File: src/rtl/stream_ingress_fifo.sv
// Per-source first-word-fall-through ingress buffer for a crossbar slave port.
// Define STREAM_INGRESS_FIFO_PKT_EN for store-and-forward (head held until a whole packet is stored).
module stream_ingress_fifo #(
   parameter int unsigned T_DATA_WIDTH = 8,
   parameter int unsigned T_DEST_WIDTH = 1,
   parameter int unsigned DEPTH        = 4,
   localparam int unsigned CNT_WIDTH   = $clog2(DEPTH) + 1
) (
   input  logic                    clk,
   input  logic                    rst,
   input  logic [T_DATA_WIDTH-1:0] s_data_i,
   input  logic [T_DEST_WIDTH-1:0] s_dest_i,
   input  logic                    s_last_i,
   input  logic                    s_valid_i,
   output logic                    s_ready_o,
   output logic [T_DATA_WIDTH-1:0] m_data_o,
   output logic [T_DEST_WIDTH-1:0] m_dest_o,
   output logic                    m_last_o,
   output logic                    m_valid_o,
   input  logic                    m_ready_i,
   output logic [CNT_WIDTH-1:0]    count_o
);

   localparam int unsigned PtrW = $clog2(DEPTH);
   localparam int unsigned EntW = T_DATA_WIDTH + T_DEST_WIDTH + 1;
   localparam logic [CNT_WIDTH-1:0] CntFull = CNT_WIDTH'(DEPTH);
   localparam logic [CNT_WIDTH-1:0] CntOne  = CNT_WIDTH'(1);
   localparam logic [PtrW-1:0]      PtrOne  = PtrW'(1);

   logic [EntW-1:0]      mem_q [DEPTH];
   logic [PtrW-1:0]      wr_ptr_q, wr_ptr_d;
   logic [PtrW-1:0]      rd_ptr_q, rd_ptr_d;
   logic [CNT_WIDTH-1:0] count_q, count_d;
   logic                 push, pop;
   logic                 head_vld;
   logic [EntW-1:0]      head;

   // Ready looks only at registered occupancy, so a pop never frees a slot in the same cycle.
   assign s_ready_o = ~rst & (count_q != CntFull);
   assign push      = s_valid_i & s_ready_o;
   assign pop       = m_valid_o & m_ready_i;
   assign head      = mem_q[rd_ptr_q];

`ifdef STREAM_INGRESS_FIFO_PKT_EN
   logic [CNT_WIDTH-1:0] pkt_cnt_q, pkt_cnt_d;
   logic                 pkt_in, pkt_out;

   assign pkt_in  = push & s_last_i;
   assign pkt_out = pop & m_last_o;

   always_comb begin
      pkt_cnt_d = pkt_cnt_q;
      if (pkt_in & ~pkt_out) begin
         pkt_cnt_d = pkt_cnt_q + CntOne;
      end else if (~pkt_in & pkt_out) begin
         pkt_cnt_d = pkt_cnt_q - CntOne;
      end
   end

   always_ff @(posedge clk) begin
      if (rst) begin
         pkt_cnt_q <= '0;
      end else begin
         pkt_cnt_q <= pkt_cnt_d;
      end
   end

   // A full buffer with no complete packet drains cut-through so an oversize packet cannot deadlock.
   assign head_vld = (count_q != '0) & ((pkt_cnt_q != '0) | (count_q == CntFull));
`else
   assign head_vld = (count_q != '0);
`endif

   assign m_valid_o = ~rst & head_vld;
   assign count_o   = rst ? '0 : count_q;

   always_comb begin
      {m_last_o, m_dest_o, m_data_o} = '0;
      if (m_valid_o) begin
         {m_last_o, m_dest_o, m_data_o} = head;
      end
   end

   always_comb begin
      wr_ptr_d = wr_ptr_q;
      rd_ptr_d = rd_ptr_q;
      count_d  = count_q;
      if (push) begin
         wr_ptr_d = wr_ptr_q + PtrOne;
      end
      if (pop) begin
         rd_ptr_d = rd_ptr_q + PtrOne;
      end
      case ({push, pop})
         2'b10:   count_d = count_q + CntOne;
         2'b01:   count_d = count_q - CntOne;
         default: count_d = count_q;
      endcase
   end

   always_ff @(posedge clk) begin
      if (rst) begin
         wr_ptr_q <= '0;
         rd_ptr_q <= '0;
         count_q  <= '0;
      end else begin
         wr_ptr_q <= wr_ptr_d;
         rd_ptr_q <= rd_ptr_d;
         count_q  <= count_d;
      end
   end

   // Storage needs no reset; stale entries are never presented because m_valid_o gates the head.
   always_ff @(posedge clk) begin
      if (push) begin
         mem_q[wr_ptr_q] <= {s_last_i, s_dest_i, s_data_i};
      end
   end

endmodule
File: config.mk
export PLATFORM = sky130hd
export DESIGN_NAME = stream_ingress_fifo
export DESIGN_NICKNAME = d
export VERILOG_FILES = /design/src/rtl/stream_ingress_fifo.sv
export SDC_FILE = /design/constraint.sdc
export NUM_CORES = 1
export LEC_CHECK = 0
export CAP_MARGIN = 25
export CORE_MARGIN = 2
export CORE_UTILIZATION = 49
export CTS_BUF_LIST = sky130_fd_sc_hd__clkbuf_4
export DETAILED_ROUTE_END_ITERATION = 10
export DONT_BUFFER_PORTS = 1
export GPL_TIMING_DRIVEN = 0
export PLACE_DENSITY = 0.66
export SLEW_MARGIN = 30
export SYNTH_ARGS = -nofsm -noshare
export SYNTH_HDL_FRONTEND = slang
export SYNTH_SLANG_ARGS = --single-unit
File: constraint.sdc
create_clock -name clk -period 2.6 [get_ports clk]
set_clock_uncertainty 0.1 [all_clocks]
set_input_delay 0.52 -clock clk [delete_from_list [all_inputs] [get_ports clk]]
set_output_delay 0.52 -clock clk [all_outputs]
set_load 0.02 [all_outputs]
; Word-level counts from Yosys, hierarchy flattened
; Memory sizes are Yosys's and may differ from the RTL's. A register that Yosys moved wholly into a read port is not among the register bits.
; Index checks and enable logic that the tools add are counted.
[word_totals]
ff_bits = 7
word_cells = 27
out_inout_bits = 15
input_bits = 14
memories = 1
ramBits = 40
[op_classes]
n_eq_ne = 3
addsub = 4
reduce_logical = 2
muxes = 9
bitwise_logic = 5
[mem_list]
columns = memory, words, width, read_ports, rd_ports_with_merged_regs, write_ports, line
row1 = mem_q, 4, 10, 1, 1, 1, 30  ; logic [EntW-1:0] mem_q [DEPTH];
[op_table]
columns = operator, count
row1 = $mux W8, 1
row2 = $pmux W3 S2, 1
row3 = $add A2 B1 Y2 const B, 2
row4 = $and A1 B1 Y1, 4
row5 = $mux W1, 4
row6 = $mux W2, 2
row7 = $add A3 B1 Y3 const B, 1
row8 = $mux W3, 1
row9 = $ne A3 B3 Y1 const B, 1
row10 = $reduce_bool A3 Y1, 1
row11 = $sub A3 B1 Y3 const B, 1
row12 = $eq A2 B1 Y1 const B, 1
row13 = $eq A2 B2 Y1 const B, 1
row14 = $reduce_bool A2 Y1, 1
row15 = $not A1 Y1, 1

; Depth between registers and ports, before layout
[logic_depth]
depth_word = 5
ltp_mapped = 10
mapped_depth_nobuf = 9

; Worst setup path before layout
; Ideal clock, no wire load.
[synth_path]
path_kind = input to register
startpoint = input rst
endpoint = register count_q[2]
path_slack_ns = 0.113
t_required_ns = 2.441
cell_stages = 8
n_path_buf = 1
setup_ns = 0.059
arrival_time_ns = 2.328
cell_sequence = buf_4 nor3b_1 ha_1 inv_1 fa_1 xor2_1 or4_1 nand2_1
[synth_via]
elab_chain_cells = 5
elab_cells_between_ends = 9
cone_classes = eq/ne (2) / mux (1) / bitwise (5) / reduce/logical (1)
[synth_lines]
columns = element, line
row1 = start: declaration, 10  ; input logic rst,
row2 = $not A1 Y1 (*), 74  ; assign m_valid_o = ~rst & head_vld;
row3 = $and A1 B1 Y1 (*), 74
row4 = $and A1 B1 Y1 (*), 41  ; assign pop = m_valid_o & m_ready_i;
row5 = named net pop, 34  ; logic push, pop;
row6 = $eq A2 B1 Y1 / $eq A2 B2 Y1 (equally long branches), 94  ; case ({push, pop})
row7 = $pmux W3 S2 / $reduce_bool A2 Y1 (equally long branches), --
row8 = end signal: assignment, 109  ; count_q <= count_d;
row9 = end: declaration, 33  ; logic [CNT_WIDTH-1:0] count_q, count_d;
; The timed path passes the listed nets; every way through them passes the cells marked *.
; A chain may end at the register's enable or synchronous reset.

; Worst setup path after layout
[layout_path]
startpoint = register count_q[2]
endpoint = register count_q[2]
[layout_via]
elab_chain_cells = 5
elab_cells_between_ends = 12
cone_classes = add/sub (2) / eq/ne (3) / mux (1) / bitwise (4) / reduce/logical (2)
[layout_lines]
columns = element, line
row1 = $ne A3 B3 Y1 / $reduce_bool A3 Y1 (equally long branches), "39, 71"
row2 = "$and A1 B1 Y1, on equally long branches", "39, 74"
row3 = "$and A1 B1 Y1, on equally long branches", "40, 41"
row4 = $eq A2 B1 Y1 / $eq A2 B2 Y1 (equally long branches), 94
row5 = $pmux W3 S2 / $reduce_bool A2 Y1 (equally long branches), --
; Several ways; a longest one is shown, not always the timed one.

==> out/results.tsv <==
stage	metric	value	unit
global_routing	vias in the first global route	959	
pwr	Peak VDD IR	305.9	uV
placement	DP HPWL	2.081	mm
final_layout	Layout Utilization	0.5422	
final_layout	Layout area overhead	6.498	%
critical_path	critical path's largest stage delay	0.41	ns
pwr	leak pwr	0.7297	nW
clock_tree	TritonCTS Buffers	5	
route	vias	983	
clock_tree	CTS tree	built	
global_routing	first-pass GRT wire length	4.740	mm
route	met2 WL post-DR	1.621	mm
floorplan	die width	68.24	um
synth	post-synthesis register bit count	49	
run_status	status	completed	
global_routing	initial antenna violation count	0	
final_layout	Total Nets Final	148	
synth	post-synthesis net count	141	
clock_tree	clk sinks	49	
critical_path	crit end category	flip-flop	
critical_path	worst-path cell chain	or3b_1, buf_2, and2_4, inv_1, ha_1, inv_1, fa_1, xor2_1, or4_1, nand2_1	
route	Routed Antenna Nets	0	
route	via/cell ratio	5.492	
timing	Rel. slew slack	0.5553	
critical_path	Critical Path AT	2.69	ns
route	drt drc	0	
route	drt wl/cell	17.46	um
clock_tree	clock buffer depth	2	
route	WL final	3.126	mm
clock_tree	htree depth	2	
timing	Slew @ Worst Pin	0.6670	ns
critical_path	critical path fanouts, max	8	
route	Top Layer Used	met4	
timing	crit share post-route	0.9544	
placement	Port Buffers	0	
critical_path	Setup crit start kind	flip-flop	
critical_path	Worst path most repeated cell	inv_1	
floorplan	core area	3971	um2
clock_tree	Root Buffer	clkbuf_4	
synth	Post-Syn Area	2022	um2
timing	final setup vio count	0	
floorplan	Rows	23	
clock_tree	Worst-path clk slew	0.13	ns
job	max-cap violations	0	
clock_tree	Worst-Skew Late Latency	0.35	ns
synth	Mapped Cells	121	
final_layout	most frequent cells in the layout	edfxtp_1 (40), and2_1 (11), mux4_2 (10), dfxtp_1 (9)	
critical_path	Setup Crit Path Kind	flip-flop to flip-flop	
critical_path	Crit-path slowest cell	dfxtp_1	
critical_path	CP required	2.81	ns
floorplan	Die Ht	68.24	um
timing	fmax	403.0	MHz
critical_path	Buf/Inv on CP	3	
route	First DRT Iteration DRCs	40	
route	DR WL met3	204	um
synth	Yosys warning total	0	
critical_path	Worst path top cell family by delay	simple AND/OR/NAND/NOR gates	
global_routing	GRT Total Usage	0.1512	
final_layout	share of layout cells above drive strength 1	0.2016	
timing	Final Hold Fails	0	
placement	pre-CTS setup slack	-0.07749	ns
route	First-pass DRT Iterations	4	
timing	RSZ-0062 raised after global routing	false	
timing	min cycle time layout	2.482	ns
final_layout	ANT cells	0	
clock_tree	CTS Hold Buffers Added	0	
final_layout	leading cell type in the layout, fill and taps excluded	edfxtp_1	
floorplan	DIE AREA	4656	um2
placement	gp weighted congestion	0.6796	
timing	Worst Setup Slack, final	0.1185	ns
floorplan	io pins	29	
timing	max-slew violation count	0	
global_routing	Overflow after GRT	0	
floorplan	Initial Util	0.5091	
route	met1 WL	1.249	mm
global_routing	largest net degree at the start of global routing	15	
min_path	hold crit path type	primary input to flip-flop	
pwr	Power per Cell Area	658.8	nW/um2
synth	post-synthesis sequential area ratio	0.6832	
synth	synthesized area per cell	16.71	um2
synth	Cell variety after synth	29	
[layout make-up]
class	instances	area (um2)
buffer	5	28.78
clock buffer	7	52.55
clock inverter	1	5.005
fill	339	1818
inverter	7	26.28
multi-input combinational	60	596.8
sequential	49	1381
tap	50	62.56
[routing by layer]
metal,GRT usage,vias to the layer above
met5,0,-
met4,0.06000,0
met3,0.06250,6
met2,0.2536,24
met1,0.1715,491
li1,-,462
[registers in the layout, summed over array words and instances (netlist names), named ones only]
register / count
wr_ptr_q: 2
mem_q: 40
count_q: 3
rd_ptr_q: 2
[synth_stat cells]
cell type / n / area share
a21oi_1: 1 / 0.0025
nand2_1: 3 / 0.0056
and2b_1: 2 / 0.0074
and3_1: 4 / 0.012
mux2i_1: 2 / 0.0099
or3_1: 1 / 0.0031
ha_1: 5 / 0.031
or3b_1: 1 / 0.0043
xor2_1: 2 / 0.0087
and2_1: 11 / 0.034
a211oi_1: 1 / 0.0037
mux4_2: 10 / 0.11
fa_1: 1 / 0.0099
o211ai_1: 1 / 0.0037
a21o_1: 1 / 0.0037
and2_4: 1 / 0.0043
nor3b_1: 1 / 0.0037
or4_1: 1 / 0.0037
buf_4: 2 / 0.0074
nor2_1: 6 / 0.011
edfxtp_1: 40 / 0.59
inv_1: 7 / 0.013
clkbuf_1: 2 / 0.0037
o21ai_0: 2 / 0.0050
buf_2: 1 / 0.0025
nand3_1: 1 / 0.0025
dfxtp_1: 9 / 0.089
o31ai_2: 1 / 0.0062
nor3_1: 1 / 0.0025
[power breakdown]
part	switching, mW	internal (mW)	leakage, nW
registers	0.0152	0.881	0.437
logic	0.104	0.0748	0.257
clock network	0.217	0.127	0.0361
total	0.336	1.08	0.730
[repair_timing]
| item | 4_1_cts | 5_1_grt |
|---|---|---|
| setup endpoints to repair | 0 | 5 |
| gates resized for setup | 0 | 4 |
| setup buffers | 0 | 0 |
[final timing paths]
check                                              start  cells after the start  slack, ns                       end
worst min-delay path                         s_data_i[2]                      0       0.15     mem_q[2][2]$_DFFE_PP_
worst min register to register  rd_ptr_q[0]$_SDFFE_PP0P_                      1       0.40  rd_ptr_q[0]$_SDFFE_PP0P_
worst max-delay path             count_q[2]$_SDFFE_PP0P_                     10       0.12   count_q[2]$_SDFFE_PP0P_
worst max register to register   count_q[2]$_SDFFE_PP0P_                     10       0.12   count_q[2]$_SDFFE_PP0P_
[per-stage QoR]
stage	total power [mW]	cells	cell area [um2]	TNS [ns]	hold WS, ns
global route	1.485	179	2153	0	0.1189
CTS	1.428	179	2142	0	0.1382
global placement	1.085	171	2085	-0.06295	0.3657
detailed placement	1.094	171	2085	-0.07749	0.3782
finish	1.419	179	2153	0	0.1475
floorplan	1.060	121	2022	0	0.3466
[cell families after synthesis]
group | share of synthesized area
xor+xnor | 0.008665
flops | 0.6832
simple gates | 0.09468
mux | 0.1213
compound gates | 0.02475
fa+ha+maj | 0.04084
buf+inv | 0.02661
Power figures use the tool's default switching activity.
